===== config.mk =====
export PLATFORM = sky130hd
export DESIGN_NAME = car_sequencer_flat
export DESIGN_NICKNAME = d
export VERILOG_FILES = /design/src/rtl/car_sequencer_if.sv /design/src/rtl/car_sequencer.sv /design/src/flat_wrapper.sv
export SDC_FILE = /design/constraint.sdc
export NUM_CORES = 1
export LEC_CHECK = 0
export CAP_MARGIN = 20
export CELL_PAD_IN_SITES_DETAIL_PLACEMENT = 1
export CELL_PAD_IN_SITES_GLOBAL_PLACEMENT = 1
export CORE_MARGIN = 2
export CORE_UTILIZATION = 35
export DETAILED_ROUTE_END_ITERATION = 6
export GPL_ROUTABILITY_DRIVEN = 0
export PLACE_DENSITY_LB_ADDON = 0.12
export SETUP_SLACK_MARGIN = 0.5
export SLEW_MARGIN = 20
export SYNTH_ARGS = -nofsm -noshare
export SYNTH_HDL_FRONTEND = slang
export SYNTH_SLANG_ARGS = --single-unit

===== constraint.sdc =====
create_clock -name MCLK -period 4 [get_ports MCLK]
set_clock_uncertainty 0.05 [all_clocks]
set_input_delay 0.8 -clock MCLK [delete_from_list [all_inputs] [get_ports MCLK]]
set_output_delay 0.8 -clock MCLK [all_outputs]
set_load 0.01 [all_outputs]

===== src/rtl/car_sequencer_if.sv =====
// Handshake bundle between the instruction decoder/control side and the CAR sequencer.
// master = decoder/control side, slave = sequencer.
interface car_sequencer_if #(
  parameter int CAR_BITS = 6
);
  logic [CAR_BITS-1:0] car_decoded;
  logic                iw_valid;
  logic                seq_end;
  logic                stall;
  logic                int_req;
  logic [CAR_BITS-1:0] car;
  logic                fetching;
  logic                int_ack;
  logic                illegal;

  modport master (
    output car_decoded, iw_valid, seq_end, stall, int_req,
    input  car, fetching, int_ack, illegal
  );

  modport slave (
    input  car_decoded, iw_valid, seq_end, stall, int_req,
    output car, fetching, int_ack, illegal
  );
endinterface


===== src/rtl/car_sequencer.sv =====
// Microcode control-address sequencer: FETCH -> EXEC/INT step sequences, interrupt entry, overflow trap.
// Latency: iw_valid to decoded car in 1 cycle; one micro-step per unstalled cycle.
// Backpressure: stall freezes car and state and suppresses int_ack/illegal pulses.
module car_sequencer #(
  parameter int                  CAR_BITS  = 6,
  parameter logic [CAR_BITS-1:0] CAR_FETCH = '0,
  parameter logic [CAR_BITS-1:0] CAR_INT0  = 6'd56
) (
  input  logic          MCLK,
  input  logic          reset,
  car_sequencer_if.slave bus
);

  typedef enum logic [1:0] {
    ST_FETCH = 2'd0,
    ST_EXEC  = 2'd1,
    ST_INT   = 2'd2
  } state_t;

  state_t              r_state;
  logic [CAR_BITS-1:0] r_car;
  logic                r_int_ack;
  logic                r_illegal;

  logic                w_car_max;
  logic                w_decode_undef;

  assign w_car_max      = &r_car;
  assign w_decode_undef = (bus.car_decoded == CAR_FETCH);

  assign bus.car      = r_car;
  assign bus.fetching = (r_state == ST_FETCH);
  assign bus.int_ack  = r_int_ack;
  assign bus.illegal  = r_illegal;

  always_ff @(posedge MCLK or posedge reset) begin
    if (reset) begin
      r_state   <= ST_FETCH;
      r_car     <= CAR_FETCH;
      r_int_ack <= 1'b0;
      r_illegal <= 1'b0;
    end else begin
      // Pulses default low every edge, including stalled ones.
      r_int_ack <= 1'b0;
      r_illegal <= 1'b0;
      if (!bus.stall) begin
        case (r_state)
          ST_FETCH: begin
            if (bus.int_req) begin
              r_car     <= CAR_INT0;
              r_state   <= ST_INT;
              r_int_ack <= 1'b1;
            end else if (bus.iw_valid) begin
              if (w_decode_undef) begin
                r_car     <= CAR_FETCH;
                r_illegal <= 1'b1;
              end else begin
                r_car   <= bus.car_decoded;
                r_state <= ST_EXEC;
              end
            end
          end
          ST_EXEC, ST_INT: begin
            if (bus.seq_end) begin
              r_car   <= CAR_FETCH;
              r_state <= ST_FETCH;
            end else if (w_car_max) begin
              // Running off the top of the ROM is a microcode fault, not a wrap.
              r_car     <= CAR_FETCH;
              r_state   <= ST_FETCH;
              r_illegal <= 1'b1;
            end else begin
              r_car <= r_car + 1'b1;
            end
          end
          default: begin
            r_car   <= CAR_FETCH;
            r_state <= ST_FETCH;
          end
        endcase
      end
    end
  end

endmodule


===== src/flat_wrapper.sv =====
// flat-port wrapper written by rule: the top's interface ports become plain ports
module car_sequencer_flat 
#(
  parameter int                  CAR_BITS  = 6,
  parameter logic [CAR_BITS-1:0] CAR_FETCH = '0,
  parameter logic [CAR_BITS-1:0] CAR_INT0  = 6'd56
)
  (MCLK, reset, bus_car_decoded, bus_iw_valid, bus_seq_end, bus_stall, bus_int_req, bus_car, bus_fetching, bus_int_ack, bus_illegal);
  car_sequencer_if #(.CAR_BITS(CAR_BITS)) bus_i ();
  input  logic MCLK;
  input  logic reset;
  input wire logic [$bits(bus_i.car_decoded)-1:0] bus_car_decoded;
  input wire logic [$bits(bus_i.iw_valid)-1:0] bus_iw_valid;
  input wire logic [$bits(bus_i.seq_end)-1:0] bus_seq_end;
  input wire logic [$bits(bus_i.stall)-1:0] bus_stall;
  input wire logic [$bits(bus_i.int_req)-1:0] bus_int_req;
  output wire logic [$bits(bus_i.car)-1:0] bus_car;
  output wire logic [$bits(bus_i.fetching)-1:0] bus_fetching;
  output wire logic [$bits(bus_i.int_ack)-1:0] bus_int_ack;
  output wire logic [$bits(bus_i.illegal)-1:0] bus_illegal;
  assign bus_i.car_decoded = bus_car_decoded;
  assign bus_i.iw_valid = bus_iw_valid;
  assign bus_i.seq_end = bus_seq_end;
  assign bus_i.stall = bus_stall;
  assign bus_i.int_req = bus_int_req;
  assign bus_car = bus_i.car;
  assign bus_fetching = bus_i.fetching;
  assign bus_int_ack = bus_i.int_ack;
  assign bus_illegal = bus_i.illegal;
  car_sequencer #(.CAR_BITS(CAR_BITS), .CAR_FETCH(CAR_FETCH), .CAR_INT0(CAR_INT0)) u_core (.MCLK(MCLK), .reset(reset), .bus(bus_i));
endmodule

==> Flow_metrics.wiki, run 1 <==
{| class="wikitable"
! Metric !! Value
|-
| Area added between synthesis and finish || 38.8%
|-
| Main combinational cell family by area after synthesis || compound AO/OA/AOI/OAI gates
|-
| Dominant delay contributor by cell family on the critical path || buffers and inverters
|-
| Total congestion overflow after global routing || 0
|-
| Filler Cell Count || 213
|-
| Antenna diode count || 0
|-
| Highest achievable clock rate || 412 MHz
|-
| Startpoint of the worst hold path || u_core.bus.car[0]
|-
| DRC violation count after routing || 0
|-
| Post-Syn Area per Cell || 9.72 µm²
|-
| I/O Pins || 21
|-
| Critical path type || register to output pin
|-
| Run status || completed
|-
| Average vias per placed instance || 5.47
|-
| Switching power of the nets || 0.000214 W
|-
| Source-to-sink clock delay at the later pin of the worst-skew pair || 0.27 ns
|-
| Simple logic cell fraction of the synthesized area || 0.248
|-
| Total via count in the routed design || 629
|-
| Footprint of the multi-input gates || 384 µm²
|-
| Data required time at the worst endpoint || 3.15 ns
|-
| Die area || 0.00225 mm²
|-
| TritonCTS clock tree || done
|-
| Number of core rows || 15
|-
| Pwr/cell area || 603 mW/mm²
|-
| Final wirelength || 1.84 mm
|-
| Final Hold Fails || 0
|-
| Number of cell instances on the worst register-to-register path || 6
|-
| Pin slew with the least headroom to its limit || 0.433 ns
|-
| Largest net degree at the start of global routing || 14
|-
| Min-Delay Path Class || register to register
|-
| Antenna violations before repair || 0
|-
| Clock transition at the registers of the reported paths || 0.07 ns
|-
| Global-route wire length before repair || 2.84 mm
|-
| Number of global-route vias before repair || 626
|-
| Final worst path period need || 2.43 ns
|-
| Maximum buffer depth of the clock tree || 2
|-
| Crit path max fanout || 7
|-
| Crit Reg-Reg Startpoint || u_core.r_state[0]
|-
| XOR/XNOR Fraction of Synth Area || 0
|-
| Int Power || 0.000339 W
|-
| Post-CTS resize count || 0
|-
| Library cells used by synthesis || 32
|-
| Die Span Y || 47.4 µm
|-
| Portion of the clock cycle consumed by the worst path in the final layout || 0.607
|-
| Synthesized netlist net count || 83
|-
| Gate power share || 0.501
|-
| Sink Count || 10
|-
| Slew headroom || 0.710
|-
| Reg-to-reg endpoint || u_core.bus.car[5]
|-
| Number of warnings printed during yosys synthesis || 0
|-
| Number of search-and-repair iterations in the first detailed-routing pass || 4
|-
| Fraction of power spent switching nets || 0.387
|-
| Port Buffer Count || 20
|-
| Post-synthesis compound-gate area fraction || 0.261
|-
| Fraction of power consumed by sequential logic || 0.330
|-
| Number of nets in the layout || 106
|-
| Share of synthesized area occupied by flip-flops and latches || 0.379
|-
| Fraction of final layout cells sized beyond drive strength 1 || 0.144
|-
| Hold bufs inserted after CTS || 0
|-
| Crit. End Element || output pin
|-
| FF/Latch Area || 250 µm²
|-
| Level count of the clock H-tree || 1
|-
| Setup slack of the worst register-to-register path || 2.06 ns
|-
| Final Util || 0.525
|-
| Clock buffer count from CTS || 3
|-
| Detailed placement HPWL || 1.48 mm
|-
| Buffering stage count on the worst path with inverters included || 2
|-
| Critical Path Max Stage Delay || 0.58 ns
|-
| Type of origin of the critical path || register
|-
| Initial drt markers || 10
|-
| Post-route setup TNS || 0 ns
|-
| Peak supply drop || 332 µV
|-
| Worst hold margin || 0.495 ns
|-
| Core ar. || 0.00175 mm²
|-
| Critical path, cell by cell || inv_1 -> ha_1 -> clkdlybuf4s50_1
|-
| Hold Path Cell Cnt || 1
|-
| Setup violations, final || 0
|-
| Number of antenna-violating nets in the routed design || 0
|-
| Number of max-cap violations || 0
|-
| Number of register bits inferred by synthesis || 10
|-
| RSZ-0062 raised after global routing || false
|-
| Clk Tree Root Cell || clkbuf_4
|-
| GRT Overall Usage || 0.191
|-
| Gate count of the mapped netlist || 68
|-
| Arithmetic-cell share of the synthesized area counting full adders, half adders and majority gates || 0.0568
|-
| Critical path data arrival time || 1.58 ns
|-
| Final Max Tran Viols || 0
|-
| Leakage power || 0.390 nW
|-
| Share of total power in the clock network || 0.169
|-
| Average wire per cell in the routed design || 16.0 µm
|-
| Slowest stage cell on the critical path || clkdlybuf4s50_1
|-
| Synth Cell Area || 661 µm²
|-
| Share of cell area taken by muxes after synthesis || 0.0152
|-
| End of the worst hold path || u_core.bus.car[0]
|-
| Starting density of the core || 0.378
|-
| Post CTS Setup Buffer Count || 0
|-
| Horizontal extent of the die || 47.4 µm
|}
==> per-stage QoR <==
| step | instances | total power [W] | area, µm² | setup WS, ns |
|---|---|---|---|---|
| floorplan | 68 | 0.000340 | 661 | 2.10 |
| global placement | 111 | 0.000455 | 881 | 1.51 |
| detailed placement | 111 | 0.000464 | 881 | 1.48 |
| CTS | 115 | 0.000561 | 917 | 1.56 |
| global route | 115 | 0.000595 | 917 | 1.48 |
| finish | 115 | 0.000553 | 917 | 1.57 |
==> cells in the final DEF, fill, tap and decap left out <==
cell type        instances
o21ai_0                  5
and3b_1                  1
clkbuf_4                 3
o32a_1                   1
nor3b_1                  1
dfrtp_1                 10
nor3_1                   3
nor2b_4                  1
nand3_2                  1
nor2_1                   3
a211oi_1                 1
ha_1                     3
a31o_2                   2
a211oi_2                 1
inv_1                    4
or2_2                    2
nor3_4                   1
and3_1                   1
a211o_1                  1
nand3_1                  3
mux2i_1                  1
a21oi_1                  1
clkdlybuf4s50_1         20
a21o_1                   2
nor4_1                   1
nand2b_1                 2
nand2_1                  3
a22o_1                   4
o31ai_1                  4
or4_4                    1
a31oi_1                  1
or2_1                    1
clkbuf_8                 1
==> Yosys cell counts (all sizes together) <==
master  count  area [µm²]
a211o       1        8.76
o32a        1        10.0
clkbuf      1        3.75
buf         1        7.51
inv         4        15.0
nand2b      2        12.5
a21oi       1        5.00
a31oi       1        6.26
o21ai       5        25.0
mux2i       1        10.0
a211oi      2        20.0
or2         3        18.8
nand2       3        11.3
and3        1        6.26
nand3       4        25.0
nor2b       1        13.8
or4         1        11.3
a31o        2        17.5
dfrtp      10         250
a21o        2        15.0
a22o        4        35.0
nor3        4        31.3
ha          3        37.5
o31ai       4        30.0
and3b       1        8.76
nor3b       1        7.51
nor2        3        11.3
nor4        1        6.26
==> state kept, by name, summed over array words and instances (netlist names) <==
name                cells
u_core.bus.int_ack      1
u_core.r_state          2
u_core.bus.illegal      1
u_core.bus.car          6
==> final cells by class <==
cell class	count	share of cell area
repair buffers	20	0.218
clock buffers	4	0.0396
flip-flops and latches	10	0.273
multi-input cells	52	0.419
well taps	25	0.0341
inverters	4	0.0164
==> power groups by stage <==
| stage | logic (W) | registers, W | clock network, W |
|---|---|---|---|
| final | 0.000277 | 0.000182 | 0.0000935 |
| after global routing | 0.000307 | 0.000188 | 0.0000990 |
| after CTS | 0.000282 | 0.000183 | 0.0000959 |
| after detailed placement | 0.000281 | 0.000184 | 0 |
| after global placement | 0.000275 | 0.000181 | 0 |
| after floorplan | 0.000153 | 0.000187 | 0 |
==> worst max path at each step <==
stage,end,depth (start not counted),start
floorplan,u_core.bus.illegal,4,bus_car_decoded[3]
global placement,u_core.bus.car[5],5,bus_int_req
detailed placement,u_core.bus.car[5],5,bus_int_req
CTS,bus_fetching,3,u_core.r_state[0]
global route,bus_fetching,3,u_core.r_state[0]
finish,bus_fetching,3,u_core.r_state[0]
==> cells by family after synthesis <==
family,count (synthesis)
simple gates,25
mux,1
flops,10
compound gates,23
fa+ha+maj,3
buf+inv,6
==> routing by layer <==
layer  GRT usage  vias up  part of all wire
li1            -      301                 -
met1       0.253      309              0.45
met2       0.300       17              0.50
met3      0.0604        2             0.042
met4      0.0500        0            0.0060
met5           0        -                 0
Power figures use the tool's default switching activity.
==> inputs of run 2 (changes only) <==
- CORE_UTILIZATION: 35 -> 33
- clock period: 4 -> 2.4 ns (I/O delays scaled with it)
==> run 2 against run 1 <==
  * Core utilization is 4.8 points lower
  * Register-to-register slack worse by 1.5 ns
  * Critical path depth is 2 higher
  * Clock power is 21% higher
  * Final cell count is 0.87% higher
  * Hold slack worse by 0.046 ns
  * Via count is 2.4% lower
  * Cell area stayed put
  * Combinational power is 70% higher
  * Sequential share of layout area stayed put
  * Routed wire length is 3.6% lower
  * Count of clock-buffer cells in the layout is 1 lower
  * Critical path type is now input port to register
  * Critical endpoint is now u_core.bus.car[5]
  * Largest cell class unchanged
  * Largest power group unchanged
  * Highest routed layer unchanged
==> Flow_metrics.wiki, run 2 (synthesis results as in run 1) <==
{| class="wikitable"
! Metric !! Value
|-
| Run status || completed (unchanged)
|-
| Die Span Y || 48.7 µm (was 47.4 µm)
|-
| Switching power of the nets || 0.000355 W (was 0.000214 W)
|-
| Average wire per cell in the routed design || 15.3 µm (was 16.0 µm)
|-
| Antenna diode count || 0 (unchanged)
|-
| Fraction of power consumed by sequential logic || 0.343 (was 0.330)
|-
| Slew headroom || 0.740 (was 0.710)
|-
| Crit Reg-Reg Startpoint || u_core.r_state[0] (unchanged)
|-
| Leakage power || 0.392 nW (was 0.390 nW)
|-
| Total via count in the routed design || 614 (was 629)
|-
| Number of max-cap violations || 0 (unchanged)
|-
| Int Power || 0.000532 W (was 0.000339 W)
|-
| Share of total power in the clock network || 0.128 (was 0.169)
|-
| Fraction of power spent switching nets || 0.400 (was 0.387)
|-
| I/O Pins || 21 (unchanged)
|-
| Clock buffer count from CTS || 3 (unchanged)
|-
| Pwr/cell area || 967 mW/mm² (was 603 mW/mm²)
|-
| Level count of the clock H-tree || 1 (unchanged)
|-
| Critical path data arrival time || 1.97 ns (was 1.58 ns)
|-
| Power Total || 0.000887 W (was 0.000553 W)
|-
| Maximum buffer depth of the clock tree || 2 (unchanged)
|-
| Worst hold margin || 0.449 ns (was 0.495 ns)
|-
| Source-to-sink clock delay at the later pin of the worst-skew pair || 0.26 ns (was 0.27 ns)
|-
| Setup violations, final || 0 (unchanged)
|-
| Crit path max fanout || 13 (was 7)
|-
| Highest achievable clock rate || 536 MHz
|-
| Hold bufs inserted after CTS || 0 (unchanged)
|-
| Filler Cell Count || 231 (was 213)
|-
| Initial drt markers || 9 (was 10)
|-
| Area added between synthesis and finish || 38.8% (unchanged)
|-
| Sink Count || 10 (unchanged)
|-
| Final Max Tran Viols || 0 (unchanged)
|-
| Core ar. || 0.00192 mm² (was 0.00175 mm²)
|-
| Horizontal extent of the die || 48.7 µm (was 47.4 µm)
|-
| Fraction of final layout cells sized beyond drive strength 1 || 0.169 (was 0.144)
|-
| Gate power share || 0.529 (was 0.501)
|-
| Detailed placement HPWL || 1.41 mm (was 1.48 mm)
|-
| Min-Delay Path Class || input port to asynchronous set/reset pin (was register to register)
|-
| Flip-flop count of the largest register after layout || 6 (unchanged)
|-
| FF/Latch Area || 250 µm² (unchanged)
|-
| Largest net degree at the start of global routing || 14 (unchanged)
|-
| Final Hold Fails || 0 (unchanged)
|-
| Pin slew with the least headroom to its limit || 0.389 ns (was 0.433 ns)
|-
| Total congestion overflow after global routing || 0 (unchanged)
|-
| TritonCTS clock tree || done (unchanged)
|-
| DRC violation count after routing || 0 (unchanged)
|-
| Final worst path period need || 1.86 ns
|-
| Number of core rows || 16 (was 15)
|-
| Antenna violations before repair || 0 (unchanged)
|-
| Clock transition at the registers of the reported paths || 0.06 ns (was 0.07 ns)
|-
| Critical path type || input port to register (was register to output pin)
|-
| Number of antenna-violating nets in the routed design || 0 (unchanged)
|-
| Crit. End Element || register (was output pin)
|-
| Number of global-route vias before repair || 640 (was 626)
|-
| Die area || 0.00238 mm² (was 0.00225 mm²)
|-
| Number of nets in the layout || 106 (unchanged)
|-
| Peak supply drop || 399 µV (was 332 µV)
|-
| RSZ-0062 raised after global routing || true (was false)
|-
| Type of origin of the critical path || input port (was register)
|-
| Post-route setup TNS || 0 ns (unchanged)
|-
| Commonest non-fill, non-tap cell in the layout || clkdlybuf4s50_1 (unchanged)
|-
| Port Buffer Count || 20 (unchanged)
|-
| Starting density of the core || 0.344 (was 0.378)
|-
| Timing startpoint of the critical path || bus_int_req (was u_core.r_state[0])
|-
| GRT Overall Usage || 0.175 (was 0.191)
|-
| Highest-count cells in the layout ignoring fill and taps || clkdlybuf4s50_1 (18), dfrtp_1 (10), o21ai_0 (5) (was clkdlybuf4s50_1 (20), dfrtp_1 (10), o21ai_0 (5))
|-
| Average vias per placed instance || 5.29 (was 5.47)
|-
| Portion of the clock cycle consumed by the worst path in the final layout || 0.777
|-
| Footprint of the multi-input gates || 394 µm² (was 384 µm²)
|-
| Clk Tree Root Cell || clkbuf_4 (unchanged)
|-
| Global-route wire length before repair || 3.13 mm (was 2.84 mm)
|-
| Final wirelength || 1.78 mm (was 1.84 mm)
|-
| Data required time at the worst endpoint || 2.50 ns (was 3.15 ns)
|-
| Number of search-and-repair iterations in the first detailed-routing pass || 2 (was 4)
|}
-- run 2: area by class of cell --
class / count / share of cell area
flip-flops and latches: 10 / 0.273
multi-input cells: 52 / 0.430
well taps: 27 / 0.0368
inverters: 4 / 0.0164
clock buffers: 3 / 0.0246
repair buffers: 20 / 0.220
-- run 2: critical path, stage by stage --
cell and delay, ns:
clkdlybuf4s50_1 0.58, nor2b_4 0.09, a21o_2 0.31, a31o_2 0.24, a211o_1 0.28
-- run 2: power by group through the flow --
stage	registers, W	logic [W]	clock network (W)
after floorplan	0.000312	0.000255	0
after global placement	0.000301	0.000462	0
after detailed placement	0.000306	0.000471	0
after CTS	0.000303	0.000471	0.000118
after global routing	0.000323	0.000519	0.000125
final	0.000304	0.000470	0.000113
-- run 2: stage by stage --
step                      setup WS [ns]  utilization  area [µm²]  std cells
after floorplan                   0.660            -         661         68
after detailed placement          0.213        0.460         883        113
final                             0.536        0.477         917        116
after global placement            0.250        0.460         883        113
after global routing              0.369        0.477         917        116
after CTS                         0.502        0.472         907        116
-- run 2: path summary, 6_finish.rpt --
| check | cells after the start | end | slack (ns) |
|---|---|---|---|
| worst min-delay path | 2 | u_core.bus.illegal | 0.45 |
| worst max-delay path | 5 | u_core.bus.car[5] | 0.54 |
| worst max register to register | 6 | u_core.bus.car[5] | 0.58 |
| min in group MCLK | 1 | u_core.bus.car[1] | 0.52 |
| max in group asynchronous | 2 | u_core.bus.car[4] | 1.57 |
| worst min register to register | 1 | u_core.bus.car[1] | 0.52 |
-- run 2: per-layer routing --
layer	track usage	share of wire
met3	0.0556	0.038
met1	0.230	0.46
met5	0	0
met2	0.279	0.49
met4	0.0429	0.0068
-- run 2: repair_timing --
action / in CTS / in global routing
pin swaps: 0 / 3
buffers inserted: 0 / 0
endpoints found under the setup margin: 5 / 8
gates resized for setup: 2 / 3
==> RTL edit 1, RTL diff (flow settings as in run 2) <==
`CAR_INT0` is set to 6'd56 in 2 places; all go to 6'd28.
--- a/src/rtl/car_sequencer.sv
+++ b/src/rtl/car_sequencer.sv
@@ -4,7 +4,7 @@
 module car_sequencer #(
   parameter int                  CAR_BITS  = 6,
   parameter logic [CAR_BITS-1:0] CAR_FETCH = '0,
-  parameter logic [CAR_BITS-1:0] CAR_INT0  = 6'd56
+  parameter logic [CAR_BITS-1:0] CAR_INT0  = 6'd28
 ) (
   input  logic          MCLK,
   input  logic          reset,
--- a/src/flat_wrapper.sv
+++ b/src/flat_wrapper.sv
@@ -3,7 +3,7 @@
 #(
   parameter int                  CAR_BITS  = 6,
   parameter logic [CAR_BITS-1:0] CAR_FETCH = '0,
-  parameter logic [CAR_BITS-1:0] CAR_INT0  = 6'd56
+  parameter logic [CAR_BITS-1:0] CAR_INT0  = 6'd28
 )
   (MCLK, reset, bus_car_decoded, bus_iw_valid, bus_seq_end, bus_stall, bus_int_req, bus_car, bus_fetching, bus_int_ack, bus_illegal);
   car_sequencer_if #(.CAR_BITS(CAR_BITS)) bus_i ();
Function: changed (a bounded check fails within 4 cycles, from zero or initial values and one cycle with reset high).
==> RTL edit 1 against run 2 <==
- die area decreased by 1.4%
- worst setup slack got worse by 0.024 ns
- design area increased by 2.7%
- largest cell class unchanged
- critical path type unchanged
- routed wire length increased by 7.9%
- first-iteration DRC count decreased by 33%
- register-to-register slack improved by 0.02 ns
- highest routed layer unchanged
- area after synthesis decreased by 1.5%
- sequential cell count unchanged
- total power increased by 4.5%
- critical endpoint is now u_core.bus.car[3]
==> RTL edit 1: results (changes against run 2) <==
| Metric | Value |
|---|---|
| Status | completed |
| LEAKAGE | 0.000367 µW (-6.5%) |
| Yosys warning count | 0 (unchanged) |
| Post-CTS Setup Inserts | 2 (+2) |
| Initial drt markers | 6 (-3) |
| Row count | 16 (unchanged) |
| Post-route insts no fill | 117 (+0.86%) |
| DP Worst Slack | 0.195 ns (-0.0173 ns) |
| Routed WL | 1.92 mm (+7.9%) |
| DP Area | 866 µm² (-2.0%) |
| Critical-path top delay cell | clkdlybuf4s50_1 |
| Post-synth EDFFs | 0 (unchanged) |
| Critical Path AT | 1.99 ns (+0.02 ns) |
| Clk network pwr share | 12.8% (about the same) |
| Post-Synthesis Cells | 66 (-2.9%) |
| Hold Crit Class | input pin to asynchronous set/reset pin |
| Largest net degree at the start of global routing | 11 (-3) |
| Mapped Nets | 81 (-2.4%) |
| VDD IR-drop max | 0.000469 V (+18%) |
| Unique masters post-synth | 32 (unchanged) |
| Post-DP HPWL | 1.37 mm (-2.8%) |
| P_seq | 304 µW (about the same) |
| Largest cells by area after synthesis | dfrtp_1 (38%), ha_1 (5.8%), nor3_1 (4.6%) |
| Clock Pin Slew Worst Setup and Hold Paths | 0.07 ns |
| Antenna violations before repair | 0 (unchanged) |
| Post-synth ARST share | 100% (unchanged) |
| Vias in the first global route | 691 (+8.0%) |
| Worst path max stage delay | 0.47 ns (-0.11 ns) |
| Ant. Diodes | 0 (unchanged) |
| Seq/Total Area, Yosys | 38.5% (+0.58 points) |
| Post-synthesis compound-gate area fraction | 28.3% (+2.1 points) |
| Layout cells sized above 1 | 20.0% (+3.1 points) |
| Top delay family on crit path | compound AO/OA/AOI/OAI gates |
| Wire length of the first global-routing pass | 3.26 mm (+4.0%) |
| Power per cell area | 983 nW/µm² (+1.7%) |
| CTS resizes | 4 (+2) |
| Worst-path fanout max | 9 (-4) |
| GRT overflow | 0 (unchanged) |
| Post-Synth XOR/XNOR Area | 1.35% (+1.3 points) |
| Avg Vias per Cell | 5.47 (+3.3%) |
| Post-synthesis mux area share | 0% (-1.5 points) |
| Max transition margin | 71.5% (-2.6 points) |
| Total GRT Usage | 18.7% (+1.2 points) |
| Clock Latency Late Sink | 0.27 ns |
| Most instantiated cells after synthesis | dfrtp_1 (10), inv_1 (6), nor3_1 (6), o21ai_0 (6) |
| Psw | 381 µW (+7.4%) |
| TritonRoute pass-1 iters | 4 (+2) |
| Post-placement cell count | 111 (-1.8%) |
| Largest register FFs | 6 (unchanged) |
| IO Port Bufs | 20 (unchanged) |
| Total CTS buffers | 3 (unchanged) |
| Post-Synth Adder-Cell Area | 5.77% (+0.087 points) |
-- RTL edit 1: changes by cell type in the layout (fill, tap and decap cells not counted), sizes merged, moves of 3 or more --
cell	change
a22o	-4
a221o	+4
o31ai	-3
buf	+3
or2	-3
-- RTL edit 1: cell type report --
| class | instances | area (µm²) |
|---|---|---|
| multi-input combinational | 48 | 390 |
| sequential | 10 | 251 |
| clock buffer | 3 | 22.5 |
| inverter | 6 | 22.5 |
| fill | 212 | 960 |
| tap | 27 | 33.8 |
| timing repair buffer | 23 | 221 |
-- RTL edit 1: layer usage --
metal | vias up | routed length (µm) | global-route usage [%]
met5 | - | 0 | 0
met4 | 0 | 47 | 7.14
met1 | 308 | 848 | 23.3
met2 | 25 | 891 | 30.1
met3 | 7 | 128 | 6.17
li1 | 300 | - | -
-- RTL edit 1: cells by family after synthesis --
kind of cell	count (synthesis)
adder cells (fa/ha/maj)	3
XOR/XNOR	1
AO/OA/AOI/OAI	21
buffers and inverters	8
AND/OR/NAND/NOR	23
flip-flops	10
-- RTL edit 1: worst reg2reg max path: cells and delay by family, from the launching register on --
family / cells / cell delay [ns]
AND/OR/NAND/NOR: 2 / 0.59
flip-flops: 1 / 0.41
AO/OA/AOI/OAI: 2 / 0.35
adder cells (fa/ha/maj): 1 / 0.21
buffers and inverters: 1 / 0.12
-- RTL edit 1: final timing paths --
kind / cells past startpoint / start / end / slack [ns]
worst min-delay path: 2 / reset / u_core.r_state[1] / 0.45
min in group MCLK: 2 / u_core.r_state[0] / u_core.r_state[0] / 0.55
max in group asynchronous: 2 / reset / u_core.bus.car[0] / 1.55
worst max register to register: 6 / u_core.r_state[1] / u_core.r_state[0] / 0.60
worst min register to register: 2 / u_core.r_state[0] / u_core.r_state[0] / 0.55
worst max-delay path: 5 / bus_int_req / u_core.bus.car[3] / 0.51
==> RTL edit 2, RTL diff (config.mk and constraints of run 2) <==
Made on the original files. Re-encode `state_t` (3 states) as one-hot, 3 bits wide.
--- a/src/rtl/car_sequencer.sv
+++ b/src/rtl/car_sequencer.sv
@@ -11,10 +11,10 @@
   car_sequencer_if.slave bus
 );
 
-  typedef enum logic [1:0] {
-    ST_FETCH = 2'd0,
-    ST_EXEC  = 2'd1,
-    ST_INT   = 2'd2
+  typedef enum logic [2:0] {
+    ST_FETCH = 3'b001,
+    ST_EXEC  = 3'b010,
+    ST_INT   = 3'b100
   } state_t;
 
   state_t              r_state;
Formal check against the unedited RTL: no difference found for any inputs over 10 cycles, from zero or initial values and one cycle with reset high; not proved beyond that.
==> RTL edit 2 against run 2 <==
- clock power up 19%
- largest cell class unchanged
- sequential power up 11%
- design area up 19%
- worst setup slack better by 0.0098 ns
- highest routed layer unchanged
- hold slack better by 0.0026 ns
- global-route usage up 2.1 points
- sequential cell count up 1
- total power up 32%
- routed wire length up 26%
- largest power group unchanged
- area after synthesis up 6.1%
==> RTL edit 2: results (changes against run 2) <==
| Metric | Value |
|---|---|
| Layout cells sized above 1 | 25.7% (+8.8 points) |
| Clock Latency Late Sink | 0.28 ns (+0.02 ns) |
| Largest cells by area after synthesis | dfrtp_1 (36%), inv_1 (5.4%), nor2_1 (4.3%) |
| Routed len/inst | 16.0 µm (+4.5%) |
| FF-to-FF End | u_core.r_state[1] |
| Reg-to-reg startpoint | u_core.r_state[0] |
| Post-Synth Adder-Cell Area | 1.79% (-3.9 points) |
| Post-DP HPWL | 1.69 mm (+19%) |
| Antenna violations before repair | 0 (unchanged) |
| IO Port Bufs | 20 (unchanged) |
| Wire length of the first global-routing pass | 3.73 mm (+19%) |
| Final Hold Fails | 0 (unchanged) |
| Ant. Diodes | 0 (unchanged) |
| Worst-path fanout max | 4 (-9) |
| Post-Synth XOR/XNOR Area | 1.25% (+1.3 points) |
| LEAKAGE | 0.000448 µW (+14%) |
| Post-route insts no fill | 140 (+21%) |
| Path depth of the worst reg2reg path | 5 (-1) |
| Flop-to-flop setup slack | 0.56 ns (-0.02 ns) |
| Max transition margin | 70.2% (-3.9 points) |
| VDD IR-drop max | 0.000509 V (+28%) |
| Clk root buf | clkbuf_4 |
| Initial drt markers | 11 (+2) |
| Setup CP Type | input pin to flip-flop |
| Most instantiated cells after synthesis | dfrtp_1 (10), inv_1 (10), nor2_1 (8), a21oi_1 (5) |
| Post-synthesis mux area share | 2.14% (+0.63 points) |
| Worst path max stage delay | 0.40 ns (-0.18 ns) |
| Critical Path AT | 1.99 ns (+0.02 ns) |
| Main combinational cell family by area after synthesis | compound AO/OA/AOI/OAI gates |
| Hold Crit Class | input pin to asynchronous set/reset pin |
| Largest net degree at the start of global routing | 12 (-2) |
| Vias in the first global route | 815 (+27%) |
| # fillers | 234 (+1.3%) |
| TritonRoute pass-1 iters | 4 (+2) |
| Unique masters post-synth | 32 (unchanged) |
| Post-synthesis compound-gate area fraction | 25.5% (-0.60 points) |
| Clock Pin Slew Worst Setup and Hold Paths | 0.08 ns (+0.02 ns) |
| Seq/Total Area, Yosys | 39.5% (+1.6 points) |
| Setup crit end | u_core.bus.car[5] |
| DR vias | 753 (+23%) |
| Status | completed |
| Syn Area/Cell | 8.87 µm² (-8.7%) |
| Top delay family on crit path | compound AO/OA/AOI/OAI gates |
| Total CTS buffers | 3 (unchanged) |
| Mapped Nets | 92 (+11%) |
| Crit. Startpoint | bus_seq_end |
| Total GRT Usage | 19.6% (+2.1 points) |
| Post-placement cell count | 131 (+16%) |
RTL edit 2: cell count changes after synthesis, moves of 2 or more:
| cell | before | now |
|---|---|---|
| nor2_1 | 3 | 8 |
| o32ai_1 | 0 | 3 |
| a22oi_1 | 0 | 2 |
| a21oi_1 | 1 | 5 |
| a32oi_1 | 0 | 2 |
| a22o_1 | 4 | 0 |
| o21ai_0 | 5 | 2 |
| ha_1 | 3 | 1 |
| inv_1 | 4 | 10 |
| a31o_2 | 2 | 0 |
RTL edit 2: worst min path at each step:
stage	start	endpoint	slack, ns	depth (start not counted)
2_1_floorplan	reset	u_core.bus.car[0]	0.28	1
5_1_grt	reset	u_core.bus.int_ack	0.50	2
3_5_place_dp	u_core.r_state[0]	u_core.r_state[0]	0.46	2
3_3_place_gp	u_core.r_state[0]	u_core.r_state[0]	0.44	2
6_report	reset	u_core.bus.illegal	0.45	2
4_1_cts	reset	u_core.bus.illegal	0.48	2
RTL edit 2: repair_timing:
item                       CTS  global route
resized for setup            9             7
hold endpoints to repair     0             0
setup buffers                1             4
setup endpoints to repair    4             3
pin swaps                    0             2
gates cloned                 0             0
hold buffers                 0             0
RTL edit 2: metal layers:
layer / GRT usage, % / wire [µm] / vias up
met5: 0 / 0 / -
met4: 6.94 / 27 / 0
met3: 3.03 / 80 / 3
met2: 33.8 / 1110 / 19
met1: 24.4 / 1020 / 371
li1: - / - / 360
RTL edit 2: worst reg2reg max path: stages, from the launching register on:
cell and delay [ns]:
dfstp_2 0.56, buf_4 0.14, nor4b_4 0.27, and3_1 0.27, or3_4 0.15, mux2_4 0.29
RTL edit 2: where the power goes:
part / leakage [µW] / internal [µW] / switching, µW
sequential: 0.000144 / 257 / 79.7
clock: 0.0000150 / 64.5 / 69.8
combinational: 0.000289 / 367 / 332
total: 0.000448 / 688 / 482
RTL edit 2: layout make-up:
class                           instances  share of cell area, %
Clock buffer                            4                   2.41
Inverter                               10                   3.44
Timing Repair Buffer                   31                   25.8
Multi-Input combinational cell         57                   39.6
Sequential cell                        11                   25.6
Tap cell                               27                   3.10
RTL edit 2: stage by stage:
stage | utilization [%] | hold slack, ns | instance area [µm²] | total power [µW] | worst slack, ns
2_1_floorplan | - | 0.282 | 708 | 652 | 0.540
3_3_place_gp | 49.6 | 0.444 | 983 | 904 | 0.215
3_5_place_dp | 49.6 | 0.458 | 983 | 918 | 0.179
4_1_cts | 52.7 | 0.480 | 1040 | 1110 | 0.468
5_1_grt | 55.0 | 0.499 | 1090 | 1250 | 0.498
6_report | 55.0 | 0.451 | 1090 | 1170 | 0.546
